==> config.mk <==
export PLATFORM = sky130hd
export DESIGN_NAME = i2c_txn_arbiter
export DESIGN_NICKNAME = d
export VERILOG_FILES = /design/src/rtl/i2c_pkg.sv /design/src/rtl/i2c_rr_arb_2.sv /design/src/rtl/i2c_txn_arbiter.sv
export SDC_FILE = /design/constraint.sdc
export NUM_CORES = 1
export LEC_CHECK = 0
export ABC_CLOCK_PERIOD_IN_PS = 1700
export CAP_MARGIN = 20
export CELL_PAD_IN_SITES_DETAIL_PLACEMENT = 0
export CELL_PAD_IN_SITES_GLOBAL_PLACEMENT = 1
export CORE_AREA = 5 5 91 93
export CTS_CLUSTER_DIAMETER = 200
export DETAILED_ROUTE_END_ITERATION = 16
export DIE_AREA = 0 0 96 98
export PLACE_DENSITY = 0.7
export SKIP_CTS_REPAIR_TIMING = 1
export SYNTH_ARGS = -nofsm -noshare
export SYNTH_HDL_FRONTEND = slang
export SYNTH_SLANG_ARGS = --single-unit
==> constraint.sdc <==
create_clock -name CLK -period 1.7 [get_ports CLK]
set_input_delay 0.255 -clock CLK [delete_from_list [all_inputs] [get_ports CLK]]
set_output_delay 0.255 -clock CLK [all_outputs]
set_load 0.02 [all_outputs]
==> src/rtl/i2c_pkg.sv <==
// Shared encodings for the two-requester I2C transaction arbiter: engine
// command codes, sequencer states and the default command timeout.
package i2c_pkg;

    localparam int NREQ = 2;
    localparam int unsigned TIMEOUT_CYCLES_DEF = 1024;

    typedef enum logic [2:0] {
        CMD_NONE  = 3'd0,
        CMD_START = 3'd1,
        CMD_WRITE = 3'd2,
        CMD_READ  = 3'd3,
        CMD_STOP  = 3'd4
    } eng_cmd_t;

    // Each bus phase has an issue state (strobe goes out next cycle) and a wait state.
    typedef enum logic [3:0] {
        ST_IDLE,
        ST_GRANT,
        ST_START,
        ST_START_W,
        ST_ADDR,
        ST_ADDR_W,
        ST_DATA,
        ST_DATA_W,
        ST_STOP,
        ST_STOP_W,
        ST_RESP
    } state_t;

    function automatic logic is_wait_state(state_t s);
        return (s == ST_START_W) || (s == ST_ADDR_W) || (s == ST_DATA_W) || (s == ST_STOP_W);
    endfunction

    function automatic eng_cmd_t phase_cmd(state_t s, logic rw);
        eng_cmd_t cmd;
        cmd = CMD_NONE;
        case (s)
            ST_START, ST_START_W: cmd = CMD_START;
            ST_ADDR,  ST_ADDR_W:  cmd = CMD_WRITE;
            ST_DATA,  ST_DATA_W:  cmd = rw ? CMD_READ : CMD_WRITE;
            ST_STOP,  ST_STOP_W:  cmd = CMD_STOP;
            default:              cmd = CMD_NONE;
        endcase
        return cmd;
    endfunction

endpackage

==> src/rtl/i2c_rr_arb_2.sv <==
// Two-way round-robin picker; the pointer moves past the winner on each grant
// so the other requester has priority next time.
module i2c_rr_arb_2
    import i2c_pkg::*;
(
    input  logic            clk,
    input  logic            srst,
    input  logic [NREQ-1:0] req,
    input  logic            take,
    output logic            winner,
    output logic [NREQ-1:0] grant
);

    logic rr_ptr_reg;

    assign winner = req[rr_ptr_reg] ? rr_ptr_reg : ~rr_ptr_reg;

    for (genvar gi = 0; gi < NREQ; gi++) begin : g_grant
        assign grant[gi] = take && (winner == 1'(gi));
    end

    always_ff @(posedge clk) begin
        if (srst) begin
            rr_ptr_reg <= 1'b0;
        end else if (take) begin
            rr_ptr_reg <= ~winner;
        end
    end

endmodule

==> src/rtl/i2c_txn_arbiter.sv <==
// Shares one I2C byte engine between two requesters and sequences a single-byte
// START / addr+RW / data / STOP transaction. Define I2C_TIMEOUT_EN for a per-command timeout.
module i2c_txn_arbiter
    import i2c_pkg::*;
#(
    parameter int unsigned TIMEOUT_CYCLES = TIMEOUT_CYCLES_DEF
)
(
    input  logic        CLK,
    input  logic        RST,
    input  logic [1:0]  req_valid,
    input  logic [1:0]  req_rw,
    input  logic [13:0] req_addr,
    input  logic [15:0] req_wdata,
    output logic [1:0]  req_ready,
    output logic [1:0]  rsp_valid,
    output logic [7:0]  rsp_rdata,
    output logic        rsp_nack,
    output logic [2:0]  eng_cmd,
    output logic        eng_cmd_valid,
    output logic [7:0]  eng_txdata,
    input  logic        eng_done,
    input  logic        eng_nack,
    input  logic [7:0]  eng_rxdata
);

    state_t state_reg, state_next;

    logic            winner;
    logic [NREQ-1:0] grant;
    logic            take;

    logic [6:0] addr_arr  [NREQ];
    logic [7:0] wdata_arr [NREQ];

    logic       owner_reg, rw_reg, nack_reg;
    logic [6:0] addr_reg;
    logic [7:0] wdata_reg, rdata_reg;

    eng_cmd_t        eng_cmd_reg, eng_cmd_next;
    logic            eng_cmd_valid_reg, eng_cmd_valid_next;
    logic [7:0]      eng_txdata_reg, eng_txdata_next;
    logic [NREQ-1:0] rsp_valid_reg, rsp_valid_next;
    logic [7:0]      rsp_rdata_reg, rsp_rdata_next;
    logic            rsp_nack_reg, rsp_nack_next;

    logic wait_st, timeout, wait_end;

    for (genvar gi = 0; gi < NREQ; gi++) begin : g_split
        assign addr_arr[gi]  = req_addr[gi*7 +: 7];
        assign wdata_arr[gi] = req_wdata[gi*8 +: 8];
    end

    assign take = (state_reg == ST_GRANT);

    i2c_rr_arb_2 u_arb (
        .clk    (CLK),
        .srst   (RST),
        .req    (req_valid),
        .take   (take),
        .winner (winner),
        .grant  (grant)
    );

    assign wait_st  = is_wait_state(state_reg);
    assign wait_end = wait_st && (eng_done || timeout);

`ifdef I2C_TIMEOUT_EN
    localparam int unsigned TMO_W = (TIMEOUT_CYCLES > 2) ? $clog2(TIMEOUT_CYCLES) : 1;
    logic [TMO_W-1:0] tmo_cnt_reg;

    // Restarts in every wait state; fires after TIMEOUT_CYCLES cycles without eng_done.
    always_ff @(posedge CLK) begin
        if (RST || !wait_st || eng_done) begin
            tmo_cnt_reg <= '0;
        end else begin
            tmo_cnt_reg <= tmo_cnt_reg + 1'b1;
        end
    end

    assign timeout = wait_st && !eng_done && (tmo_cnt_reg == TMO_W'(TIMEOUT_CYCLES - 1));
`else
    assign timeout = 1'b0;
`endif

    always_ff @(posedge CLK) begin
        if (RST) begin
            state_reg <= ST_IDLE;
        end else begin
            state_reg <= state_next;
        end
    end

    always_comb begin
        state_next = state_reg;
        case (state_reg)
            ST_IDLE:    if (|req_valid) state_next = ST_GRANT;
            ST_GRANT:   state_next = ST_START;
            ST_START:   state_next = ST_START_W;
            ST_START_W: begin
                if (eng_done)     state_next = ST_ADDR;
                else if (timeout) state_next = ST_STOP;
            end
            ST_ADDR:    state_next = ST_ADDR_W;
            ST_ADDR_W: begin
                if (eng_done)     state_next = eng_nack ? ST_STOP : ST_DATA;
                else if (timeout) state_next = ST_STOP;
            end
            ST_DATA:    state_next = ST_DATA_W;
            ST_DATA_W:  if (wait_end) state_next = ST_STOP;
            ST_STOP:    state_next = ST_STOP_W;
            ST_STOP_W:  if (wait_end) state_next = ST_RESP;
            ST_RESP:    state_next = ST_IDLE;
            default:    state_next = ST_IDLE;
        endcase
    end

    // Outputs are registered, so each strobe appears the cycle after its issue state.
    always_comb begin
        eng_cmd_next       = CMD_NONE;
        eng_txdata_next    = 8'h00;
        eng_cmd_valid_next = (state_reg == ST_START) || (state_reg == ST_ADDR) ||
                             (state_reg == ST_DATA)  || (state_reg == ST_STOP);
        if (!wait_end) begin
            eng_cmd_next = phase_cmd(state_reg, rw_reg);
        end
        if (eng_cmd_next == CMD_WRITE) begin
            eng_txdata_next = ((state_reg == ST_ADDR) || (state_reg == ST_ADDR_W)) ?
                              {addr_reg, rw_reg} : wdata_reg;
        end
        rsp_rdata_next = (state_reg == ST_RESP) ? rdata_reg : 8'h00;
        rsp_nack_next  = (state_reg == ST_RESP) && nack_reg;
    end

    for (genvar gi = 0; gi < NREQ; gi++) begin : g_rsp
        assign rsp_valid_next[gi] = (state_reg == ST_RESP) && (owner_reg == 1'(gi));
    end

    always_ff @(posedge CLK) begin
        if (RST) begin
            eng_cmd_reg       <= CMD_NONE;
            eng_cmd_valid_reg <= 1'b0;
            eng_txdata_reg    <= 8'h00;
            rsp_valid_reg     <= '0;
            rsp_rdata_reg     <= 8'h00;
            rsp_nack_reg      <= 1'b0;
            owner_reg         <= 1'b0;
            rw_reg            <= 1'b0;
            addr_reg          <= 7'h00;
            wdata_reg         <= 8'h00;
            rdata_reg         <= 8'h00;
            nack_reg          <= 1'b0;
        end else begin
            eng_cmd_reg       <= eng_cmd_next;
            eng_cmd_valid_reg <= eng_cmd_valid_next;
            eng_txdata_reg    <= eng_txdata_next;
            rsp_valid_reg     <= rsp_valid_next;
            rsp_rdata_reg     <= rsp_rdata_next;
            rsp_nack_reg      <= rsp_nack_next;
            case (state_reg)
                ST_GRANT: begin
                    owner_reg <= winner;
                    rw_reg    <= req_rw[winner];
                    addr_reg  <= addr_arr[winner];
                    wdata_reg <= wdata_arr[winner];
                    rdata_reg <= 8'h00;
                    nack_reg  <= 1'b0;
                end
                ST_ADDR_W: begin
                    if (eng_done)     nack_reg <= eng_nack;
                    else if (timeout) nack_reg <= 1'b1;
                end
                ST_DATA_W: begin
                    if (eng_done) begin
                        if (rw_reg) begin
                            rdata_reg <= eng_rxdata;
                            nack_reg  <= 1'b0;
                        end else begin
                            nack_reg  <= eng_nack;
                        end
                    end else if (timeout) begin
                        nack_reg <= 1'b1;
                    end
                end
                ST_START_W, ST_STOP_W: begin
                    if (timeout) nack_reg <= 1'b1;
                end
                default: ;
            endcase
        end
    end

    assign req_ready     = grant;
    assign rsp_valid     = rsp_valid_reg;
    assign rsp_rdata     = rsp_rdata_reg;
    assign rsp_nack      = rsp_nack_reg;
    assign eng_cmd       = eng_cmd_reg;
    assign eng_cmd_valid = eng_cmd_valid_reg;
    assign eng_txdata    = eng_txdata_reg;

endmodule

==> reports/results.ini <==
[die]
design.core.area_um2=7450
initial_utilization_pct=28.8
die_y_um=98
ioPinCount=71
dieWidth_um=96
die_area_um2=9410
fp-row-count=32

[layout]
diodes=0
fillers=766
drive_above_1_share_pct=13.8
nNetsFinal=363
stdcell_count=420
fin_area_um2=3200
syn_to_final_growth_pct=49.0
utilization_pct=42.9

[placed_design]
place_inst=412
dpl-instance-area_um2=3080
gp_congestion=0.806
portBuffers=70
hpwl_um=4080

[worst_setup_path]
crit_required_ns=1.44
critPathSlowestCell=dfxtp_2
cp_num_cells=4
start_kind=flip-flop
rr_worst_depth=4
cp_data_arrival_time_ns=1.34
r2r_start=state_reg[3]
crit_path_max_incr_delay_ns=0.36
critPathMostFrequentCell=and2_1
rrSetupSlack_ns=0.11
path_buf_inv=1
cp-startpoint=state_reg[3]
cp_max_fo=4
path_delay_family=simple AND/OR/NAND/NOR gates
crit_chain=and2b_1 > and2_1 > and2_1 > buf_2
crit_path_end_kind=primary output
crit_type=reg -> out

[synth]
ys_ff_latch=54
synth.avg_cell_area_um2=9.21
synth-edff-count=0
synth_cell_type_count=38
synth_fp_nets=279
synth_ff_type=dfxtp_1
async_flop_share_pct=0
synthCells=233
yosys_warnings=0
ys_seq_area_share_pct=50.3
synth_area_um2=2150

[sta]
fin_crit_ns=1.59
finalCritPeriodShare_pct=93.5
worstMarginPinSlew_ns=0.628
hold_viol=0
max_freq_ghz=0.629
rsz0062_at_grt=false
final_max_slew_viol_count=0
max-slew-margin-rel_pct=57.8
setup_violations=0
finClkSkew_ns=0.00755
fin_setup_tns_ns=0

[global_routing]
grt_pass1_vias=1929
grt.total_usage_pct=12.3
grt_pass1_wl_um=9050
overflow=0
antenna_found_initial=0
grt_start_max_net_pins=35

[cts]
clkLatencyLatePin_ns=0.31
root_buffer=clkbuf_8
numCtsBuffers=5
htreeDepth=2
cts_tree=built
clkTransAtPathRegs_ns=0.10
cts.path.max_buffers=2
clock_sinks=54

[route]
wl_um=5400
via_per_inst=4.49
drc=0
drtIter0Drc=74
num_vias=1884
dr.pass1.iters=4
wl_per_cell_um=12.9
ant_nets=0

[run_status]
status=completed

[hold_path]
hold_depth=1
hold_class=reg -> reg
worstHoldStart=rdata_reg[2]

[power]
combinationalPowerShare_pct=25.0
power.internal_w=0.00220
power.density_nw_per_um2=958
max-vdd-ir-drop_v=0.000370
pwr-share-clk_pct=28.5
sw_frac_of_total_pct=28.0
p_seq_share_pct=46.5
power_w=0.00306
p_sw_w=0.000859
p_leak_nw=1.22

[flow_run]
cap_violations=0

==> metal layers <==
metal	global-route usage [%]	vias up	wire length, um
li1	-	977	-
met1	14.9	848	2340
met2	19.9	54	2570
met3	4.85	5	433
met4	3.39	0	57
met5	0	-	0
==> cell families (layout without fill, tap and decap cells) <==
kind of cell / Yosys count / count (layout) / share of synthesized area, %
buf+inv: 21 / 106 / 4.31
mux: 19 / 19 / 8.92
compound gates: 54 / 54 / 16.2
simple gates: 85 / 85 / 20.2
flops: 54 / 54 / 50.3
==> power groups by stage <==
stage	Combinational (W)	Sequential, W	Clock (W)
floorplan	0.000454	0.00145	0
global placement	0.000770	0.00145	0
detailed placement	0.000774	0.00145	0
CTS	0.000778	0.00142	0.000901
global route	0.000859	0.00144	0.000961
finish	0.000766	0.00143	0.000872
==> synth_stat cells (2+ instances only) <==
cell type | n | area, um2
a211oi_1 | 16 | 120
a21oi_1 | 11 | 55.1
a22oi_1 | 8 | 60.1
and2_1 | 13 | 81.3
and3_1 | 3 | 18.8
buf_2 | 5 | 25.0
clkbuf_1 | 10 | 37.5
dfxtp_1 | 54 | 1080
inv_1 | 4 | 15.0
mux2i_1 | 18 | 180
nand2_1 | 13 | 48.8
nand3_1 | 2 | 10.0
nor2_1 | 37 | 139
nor2b_1 | 2 | 12.5
nor3_1 | 2 | 10.0
nor3_2 | 2 | 20.0
o21ai_0 | 12 | 60.1
==> through the flow <==
step	worst slack [ns]	hold slack [ns]
2_1_floorplan	0.101	0.415
3_3_place_gp	-0.406	0.435
3_5_place_dp	-0.398	0.441
4_1_cts	-0.425	0.461
5_1_grt	0.0125	0.477
6_report	0.110	0.456
==> cell type report <==
cell class	count	area (um2)	area share (%)
tap	102	128	3.99
timing repair buffer	94	871	27.2
inverter	4	15.0	0.469
clock buffer	5	68.8	2.15
multi-input combinational	158	986	30.8
sequential	54	1080	33.8
clock inverter	3	47.5	1.49
==> worst paths after layout <==
kind	endpoint
worst min-delay path	rsp_rdata[2]
worst min register to register	rsp_rdata[2]
worst max-delay path	req_ready[0]
worst max register to register	state_reg[2]
==> cells in the final DEF, fill, tap and decap left out, drive strengths merged, types with 2 or more instances in the layout <==
| master | netlist | routed |
|---|---|---|
| nor3 | 4 | 4 |
| inv | 4 | 5 |
| a211oi | 16 | 16 |
| clkdlybuf4s50 | 0 | 68 |
| and3 | 5 | 5 |
| dfxtp | 54 | 54 |
| nor2b | 2 | 2 |
| nand2 | 13 | 13 |
| mux2i | 18 | 18 |
| nor2 | 37 | 37 |
| nand3 | 2 | 2 |
| clkbuf | 10 | 6 |
| a22oi | 8 | 8 |
| o21ai | 13 | 13 |
| a21oi | 11 | 11 |
| buf | 7 | 25 |
| and2 | 14 | 14 |
No activity file was read; power rests on OpenSTA's default activity.
